$ cat src/rtl/tri_bus_reader.sv
// Reader side of the shared tri-state result bus: grants one driver at a
// time, samples the resolved bus and forwards each word on valid/ready.
module tri_bus_reader #(
  parameter int N_DRV = 4,
  parameter int WIDTH = 8,
  parameter int TURN  = 1,
  localparam int SRC_W = (N_DRV > 1) ? $clog2(N_DRV) : 1
) (
  input  logic             clk,
  input  logic             rst_n,
  input  logic             start,
  input  logic [N_DRV-1:0] en_mask,
  output logic [N_DRV-1:0] dir,
  input  logic [WIDTH-1:0] bus_in,
  output logic [WIDTH-1:0] rd_data,
  output logic [SRC_W-1:0] rd_src,
  output logic             rd_valid,
  input  logic             rd_ready,
  output logic             busy,
  output logic             done
);

  typedef enum logic [2:0] {
    S_IDLE,
    S_GRANT,
    S_SAMPLE,
    S_HOLD,
    S_TURN
  } state_t;

  function automatic logic [SRC_W-1:0] lowest(
    input logic [N_DRV-1:0] v
  );
    lowest = '0;
    for (int i = N_DRV - 1; i >= 0; i--)
      if (v[i]) lowest = SRC_W'(i);
  endfunction

  function automatic logic [N_DRV-1:0] onehot(
    input logic [SRC_W-1:0] i
  );
    onehot = N_DRV'(1) << i;
  endfunction

  state_t           state_q, state_n;
  logic [SRC_W-1:0] idx_q, idx_n;
  logic [N_DRV-1:0] rem_q, rem_n;
  logic [2:0]       cnt_q, cnt_n;
  logic [N_DRV-1:0] dir_n;
  logic [WIDTH-1:0] data_n;
  logic [SRC_W-1:0] src_n;
  logic             valid_n;
  logic             done_n;
  logic             adv;
  logic [SRC_W-1:0] first_idx;
  logic [SRC_W-1:0] nxt_idx;

  assign first_idx = lowest(en_mask);
  assign nxt_idx   = lowest(rem_q);

  always_ff @(posedge clk or negedge rst_n) begin
    if (!rst_n) begin
      state_q  <= S_IDLE;
      idx_q    <= '0;
      rem_q    <= '0;
      cnt_q    <= '0;
      dir      <= '0;
      rd_data  <= '0;
      rd_src   <= '0;
      rd_valid <= 1'b0;
      busy     <= 1'b0;
      done     <= 1'b0;
    end else begin
      state_q  <= state_n;
      idx_q    <= idx_n;
      rem_q    <= rem_n;
      cnt_q    <= cnt_n;
      dir      <= dir_n;
      rd_data  <= data_n;
      rd_src   <= src_n;
      rd_valid <= valid_n;
      busy     <= (state_n != S_IDLE);
      done     <= done_n;
    end
  end

  // rem_q holds the not-yet-visited drivers; each grant clears its bit
  always_comb begin
    state_n = state_q;
    idx_n   = idx_q;
    rem_n   = rem_q;
    cnt_n   = cnt_q;
    dir_n   = dir;
    data_n  = rd_data;
    src_n   = rd_src;
    valid_n = rd_valid;
    done_n  = 1'b0;
    adv     = 1'b0;
    unique case (state_q)
      S_IDLE: begin
        if (start && !done && en_mask != '0) begin
          state_n = S_GRANT;
          idx_n   = first_idx;
          rem_n   = en_mask & ~onehot(first_idx);
          dir_n   = onehot(first_idx);
        end
      end
      S_GRANT: state_n = S_SAMPLE;
      S_SAMPLE: begin
        data_n  = bus_in;
        src_n   = idx_q;
        valid_n = 1'b1;
        dir_n   = '0;
        state_n = S_HOLD;
      end
      S_HOLD: begin
        if (rd_valid && rd_ready) begin
          valid_n = 1'b0;
          if (TURN > 0) begin
            state_n = S_TURN;
            cnt_n   = 3'(TURN - 1);
          end else begin
            adv = 1'b1;
          end
        end
      end
      S_TURN: begin
        if (cnt_q == '0) adv = 1'b1;
        else cnt_n = cnt_q - 3'd1;
      end
      default: state_n = S_IDLE;
    endcase
    if (adv) begin
      if (rem_q != '0) begin
        state_n = S_GRANT;
        idx_n   = nxt_idx;
        rem_n   = rem_q & ~onehot(nxt_idx);
        dir_n   = onehot(nxt_idx);
      end else begin
        state_n = S_IDLE;
        done_n  = 1'b1;
      end
    end
  end

endmodule

$ cat config.mk
export PLATFORM = sky130hd
export DESIGN_NAME = tri_bus_reader
export DESIGN_NICKNAME = d
export VERILOG_FILES = /design/src/rtl/tri_bus_reader.sv
export SDC_FILE = /design/constraint.sdc
export NUM_CORES = 1
export LEC_CHECK = 0
export BUFFER_PORTS_ARGS = -buffer_cell sky130_fd_sc_hd__clkbuf_2
export CAP_MARGIN = 20
export CORE_MARGIN = 2
export CORE_UTILIZATION = 55
export CTS_CLUSTER_SIZE = 28
export DETAILED_ROUTE_END_ITERATION = 6
export GPL_ROUTABILITY_DRIVEN = 0
export GPL_TIMING_DRIVEN = 0
export PLACE_DENSITY = 0.82
export SETUP_SLACK_MARGIN = 0.15
export SYNTH_ARGS = -nofsm -noshare
export SYNTH_HDL_FRONTEND = slang
export SYNTH_SLANG_ARGS = --single-unit
$ cat constraint.sdc
create_clock -name clk -period 4.4 [get_ports clk]
set_clock_uncertainty 0.1 [all_clocks]
set_input_delay 0.66 -clock clk [delete_from_list [all_inputs] [get_ports clk]]
set_output_delay 0.66 -clock clk [all_outputs]
set_load 0.02 [all_outputs]
==> impl_metrics.py <==
metrics = {
    "sta": {
        "number_of_pins_exceeding_their_max_slew_limit_in_the_final_report": 0,
        "crit_share_post_route": 0.463,
        "fin_crit_ns": 2.04,
        "final.setup.worst_slack_ns": 2.36,
        "maxSlewHeadroom": 0.549,
        "finalHoldViolCount": 0,
        "fmaxAchievable_ghz": 0.491,
        "rsz0062_at_grt": "no",
        "final-setup-viol-count": 0,
        "accumulated_negative_setup_slack_ns": 0,
        "transition_time_of_the_tightest_slew_check_pin_ns": 0.676,
    },
    "critical_path": {
        "worst-setup-path-type": "flip-flop to flip-flop",
        "critical_path.reg2reg.endpoint": "rem_q[1]$_DFF_PN0_",
        "path_buf_inv": 1,
        "endpoint_required_time_on_the_critical_path_ns": 4.53,
        "rr_worst_depth": 5,
        "setup.reg_to_reg.worst_slack_ns": 2.36,
        "timing.critical_path.from_type": "flip-flop",
        "cpPeakStageDelay_ns": 0.50,
        "setup.worst_path.end_class": "flip-flop",
        "cp_cell_sequence": "or4b_1 > buf_2 > nor3_4 > o21bai_1 > a32o_1",
        "critPathMaxFanout": 9,
        "cp_data_arrival_time_ns": 2.16,
        "critical_path.top_delay_family": "simple AND/OR/NAND/NOR gates",
        "crit_path_top_delay_cell": "sky130_fd_sc_hd__or4b_1",
        "critical_path.reg2reg.startpoint": "state_q[0]$_DFF_PN0_",
    },
    "synth": {
        "synthFlopType": "sky130_fd_sc_hd__dfrtp_1",
        "post_synth_num_cell_types": 32,
        "synth-xor-area-share": 0,
        "synth_edf_count": 0,
        "synth_simple_gate_area_frac": 0.175,
        "yosysWarningCount": 0,
        "fraction_of_the_yosys_area_taken_by_sequential_cells": 0.549,
        "synth_mux_area_frac": 0.102,
        "syn_inst": 115,
        "synthDominantCellAreaShare": 0.549,
        "synth.top_cells.by_area": "sky130_fd_sc_hd__dfrtp_1, sky130_fd_sc_hd__mux2_2, sky130_fd_sc_hd__nor2_1, sky130_fd_sc_hd__a221o_1, sky130_fd_sc_hd__ha_1",
        "main_combinational_cell_family_by_area_after_synthesis": "simple AND/OR/NAND/NOR gates",
        "post_synth_instance_area_um2": 1320,
        "synth_compound_gate_area_share": 0.127,
        "synth.largest_area_cell": "sky130_fd_sc_hd__dfrtp_1",
        "postSynthRegisterBits": 29,
        "avgSynthCellArea_um2": 11.5,
        "arithmetic_cell_share_of_the_synthesized_area_counting_full_adders_half_adders_and_majority_gates": 0.0189,
        "async_reset_ff_frac": 1.00,
        "syn_nets": 133,
    },
    "cells_and_area": {
        "fin_area_um2": 1570,
        "proportion_of_layout_cells_with_a_drive_suffix_above_1": 0.361,
        "num_antenna_cells": 0,
        "post-route-util": 0.703,
        "area_occupied_by_multi_input_gates_um2": 559,
        "layout.nets": 172,
        "area_growth_syn_to_fin_pct": 18.6,
        "area.sequential_um2": 726,
        "fillers": 174,
    },
    "detailed_routing": {
        "post_drt_via_cell_ratio": 5.77,
        "drt_pass1_iterations": 4,
        "vias": 1056,
        "initialDrtViolationCount": 34,
        "drt-wirelength-per-cell_um": 14.3,
        "detail-route-antenna-nets": 0,
        "post-route-drc-count": 0,
        "detail_route.wirelength_um": 2610,
    },
    "cts": {
        "cts_resized": 0,
        "holdBufCountCts": 0,
        "worst_setup_hold_path_clk_slew_ns": 0.09,
        "clock_sink_count": 29,
        "worst_skew_pair.late_latency_ns": 0.33,
        "cts_root_buffer": "sky130_fd_sc_hd__clkbuf_4",
        "numCtsBuffers": 5,
        "ctsLongestPathBuffers": 2,
        "clock_tree.htree_level_count": 2,
        "tritoncts": "done",
        "cts.repair_timing.setup_buffer_count": 0,
    },
    "grt": {
        "grt_util_met1": 0.286,
        "grt_first_pass_wirelength_um": 4230,
        "globalRoute.busiestLayer": "met2",
        "grt_remaining_overflow": 0,
        "grt_max_degree": 30,
        "grt.met3_usage": 0.0876,
        "met2_usage": 0.329,
        "vias_in_the_first_global_route": 934,
        "gr-usage-all-layers": 0.222,
        "grt_antenna_before_repair": 0,
    },
    "power_and_ir_drop": {
        "cellLeakagePower_uw": 0.000760,
        "maximum_vdd_drop_v": 0.000353,
        "power.density_cell_area_nw_per_um2": 659,
    },
    "place": {
        "dp_hpwl_um": 1930,
        "port_buffers": 32,
        "placedInstanceArea_um2": 1520,
        "pre_cts_ws_ns": 2.10,
    },
    "die": {
        "boundaryPins": 33,
        "coreArea_um2": 2230,
        "std_cell_rows": 17,
        "starting_density_of_the_core": 0.592,
        "die_height_um": 53.0,
        "floorplan.die_area_um2": 2810,
        "die-width_um": 53.0,
    },
    "run": {
        "drv.max_cap_violation_count": 0,
    },
    "hold_path": {
        "hp-class": "input port to asynchronous set/reset pin",
    },
    "run_status": {
        "result_of_the_run": "complete, no violations",
    },
}
## report_power, final
group          internal, uW  switching [uW]
sequential              367            73.4
clock                  60.6            91.9
combinational           194             247
total                   622             413
## kinds of logic (layout without fill, tap and decap cells)
family                   count (synthesis)  count (layout)
AND/OR/NAND/NOR                         41              41
flip-flops                              29              29
AO/OA/AOI/OAI                           22              22
multiplexers                            12              12
buffers and inverters                    9              49
adder cells (fa/ha/maj)                  2               2
## routing by layer
metal	share of wire	up-vias	wire length (um)
met4	0.023	0	59
met3	0.075	10	195
met2	0.48	36	1260
li1	-	507	-
met5	0	-	0
met1	0.42	503	1090
## synth_stat cells (all sizes together) (2+ instances only)
master	count
buf	3
ha	2
nor3	6
o21ai	5
or3	3
nand2	5
a32o	2
mux2	12
inv	6
a221o	4
dfrtp	29
and3	3
nor2	13
o2bb2ai	2
a21oi	2
o31ai	2
nor4	3
## metrics by stage
| step | std cells | hold WS, ns | power, uW |
|---|---|---|---|
| after floorplan | 115 | 0.264 | 748 |
| after global placement | 175 | 0.383 | 865 |
| after detailed placement | 175 | 0.378 | 889 |
| after CTS | 183 | 0.262 | 1040 |
| after global routing | 183 | 0.288 | 1110 |
| final | 183 | 0.246 | 1030 |
## registers in the layout, indices dropped and copies added, names as in the netlist
| register | flops |
|---|---|
| idx_q | 2 |
| done | 1 |
| rem_q | 4 |
| state_q | 3 |
| busy | 1 |
| rd_data | 8 |
| dir | 4 |
| cnt_q | 3 |
| rd_src | 2 |
| rd_valid | 1 |
## worst max path at each step
stage                               startpoint                 end  cells after the start
after floorplan                          start  rem_q[1]$_DFF_PN0_                      5
after global placement                   start  rem_q[2]$_DFF_PN0_                      6
after detailed placement            en_mask[0]    dir[1]$_DFF_PN0_                      5
after CTS                 cnt_q[0]$_DFFE_PN0P_    dir[3]$_DFF_PN0_                      7
after global routing      cnt_q[0]$_DFFE_PN0P_    dir[2]$_DFF_PN0_                      7
final                     state_q[0]$_DFF_PN0_  rem_q[1]$_DFF_PN0_                      5
## layout by cell type (no fill, tap or decap), types with 2 or more instances in the layout
cell                        Yosys  final
sky130_fd_sc_hd__dfrtp_1       29     29
sky130_fd_sc_hd__and3_1         3      3
sky130_fd_sc_hd__ha_1           2      2
sky130_fd_sc_hd__a21oi_1        2      2
sky130_fd_sc_hd__nor3_1         5      5
sky130_fd_sc_hd__a221o_1        4      4
sky130_fd_sc_hd__o2bb2ai_1      2      2
sky130_fd_sc_hd__nand2_1        5      5
sky130_fd_sc_hd__nor4_1         3      3
sky130_fd_sc_hd__clkbuf_4       0      5
sky130_fd_sc_hd__o21ai_0        4      4
sky130_fd_sc_hd__a32o_1         2      2
sky130_fd_sc_hd__o31ai_1        2      2
sky130_fd_sc_hd__clkinv_2       0      2
sky130_fd_sc_hd__nor2_1        13     13
sky130_fd_sc_hd__mux2_2        12     12
sky130_fd_sc_hd__inv_1          6      6
sky130_fd_sc_hd__buf_2          3      3
sky130_fd_sc_hd__or3_1          3      3
sky130_fd_sc_hd__clkbuf_2       0     32
## layout make-up
| cell class | count | area share |
|---|---|---|
| Clock inverter | 2 | 0.00638 |
| Clock buffer | 6 | 0.0263 |
| Inverter | 6 | 0.0144 |
| Tap cell | 28 | 0.0223 |
| Multi-Input combinational cell | 77 | 0.356 |
| Sequential cell | 29 | 0.463 |
| Timing Repair Buffer | 32 | 0.102 |
| Buffer | 3 | 0.00957 |
## worst register-to-register path, delay by kind of cell (launching register included)
family          cells  cell delay [ns]
compound gates      2             0.34
buf+inv             1             0.18
flops               1             0.45
simple gates        2             0.85
Note: power is estimated with default switching activity, not from simulation.
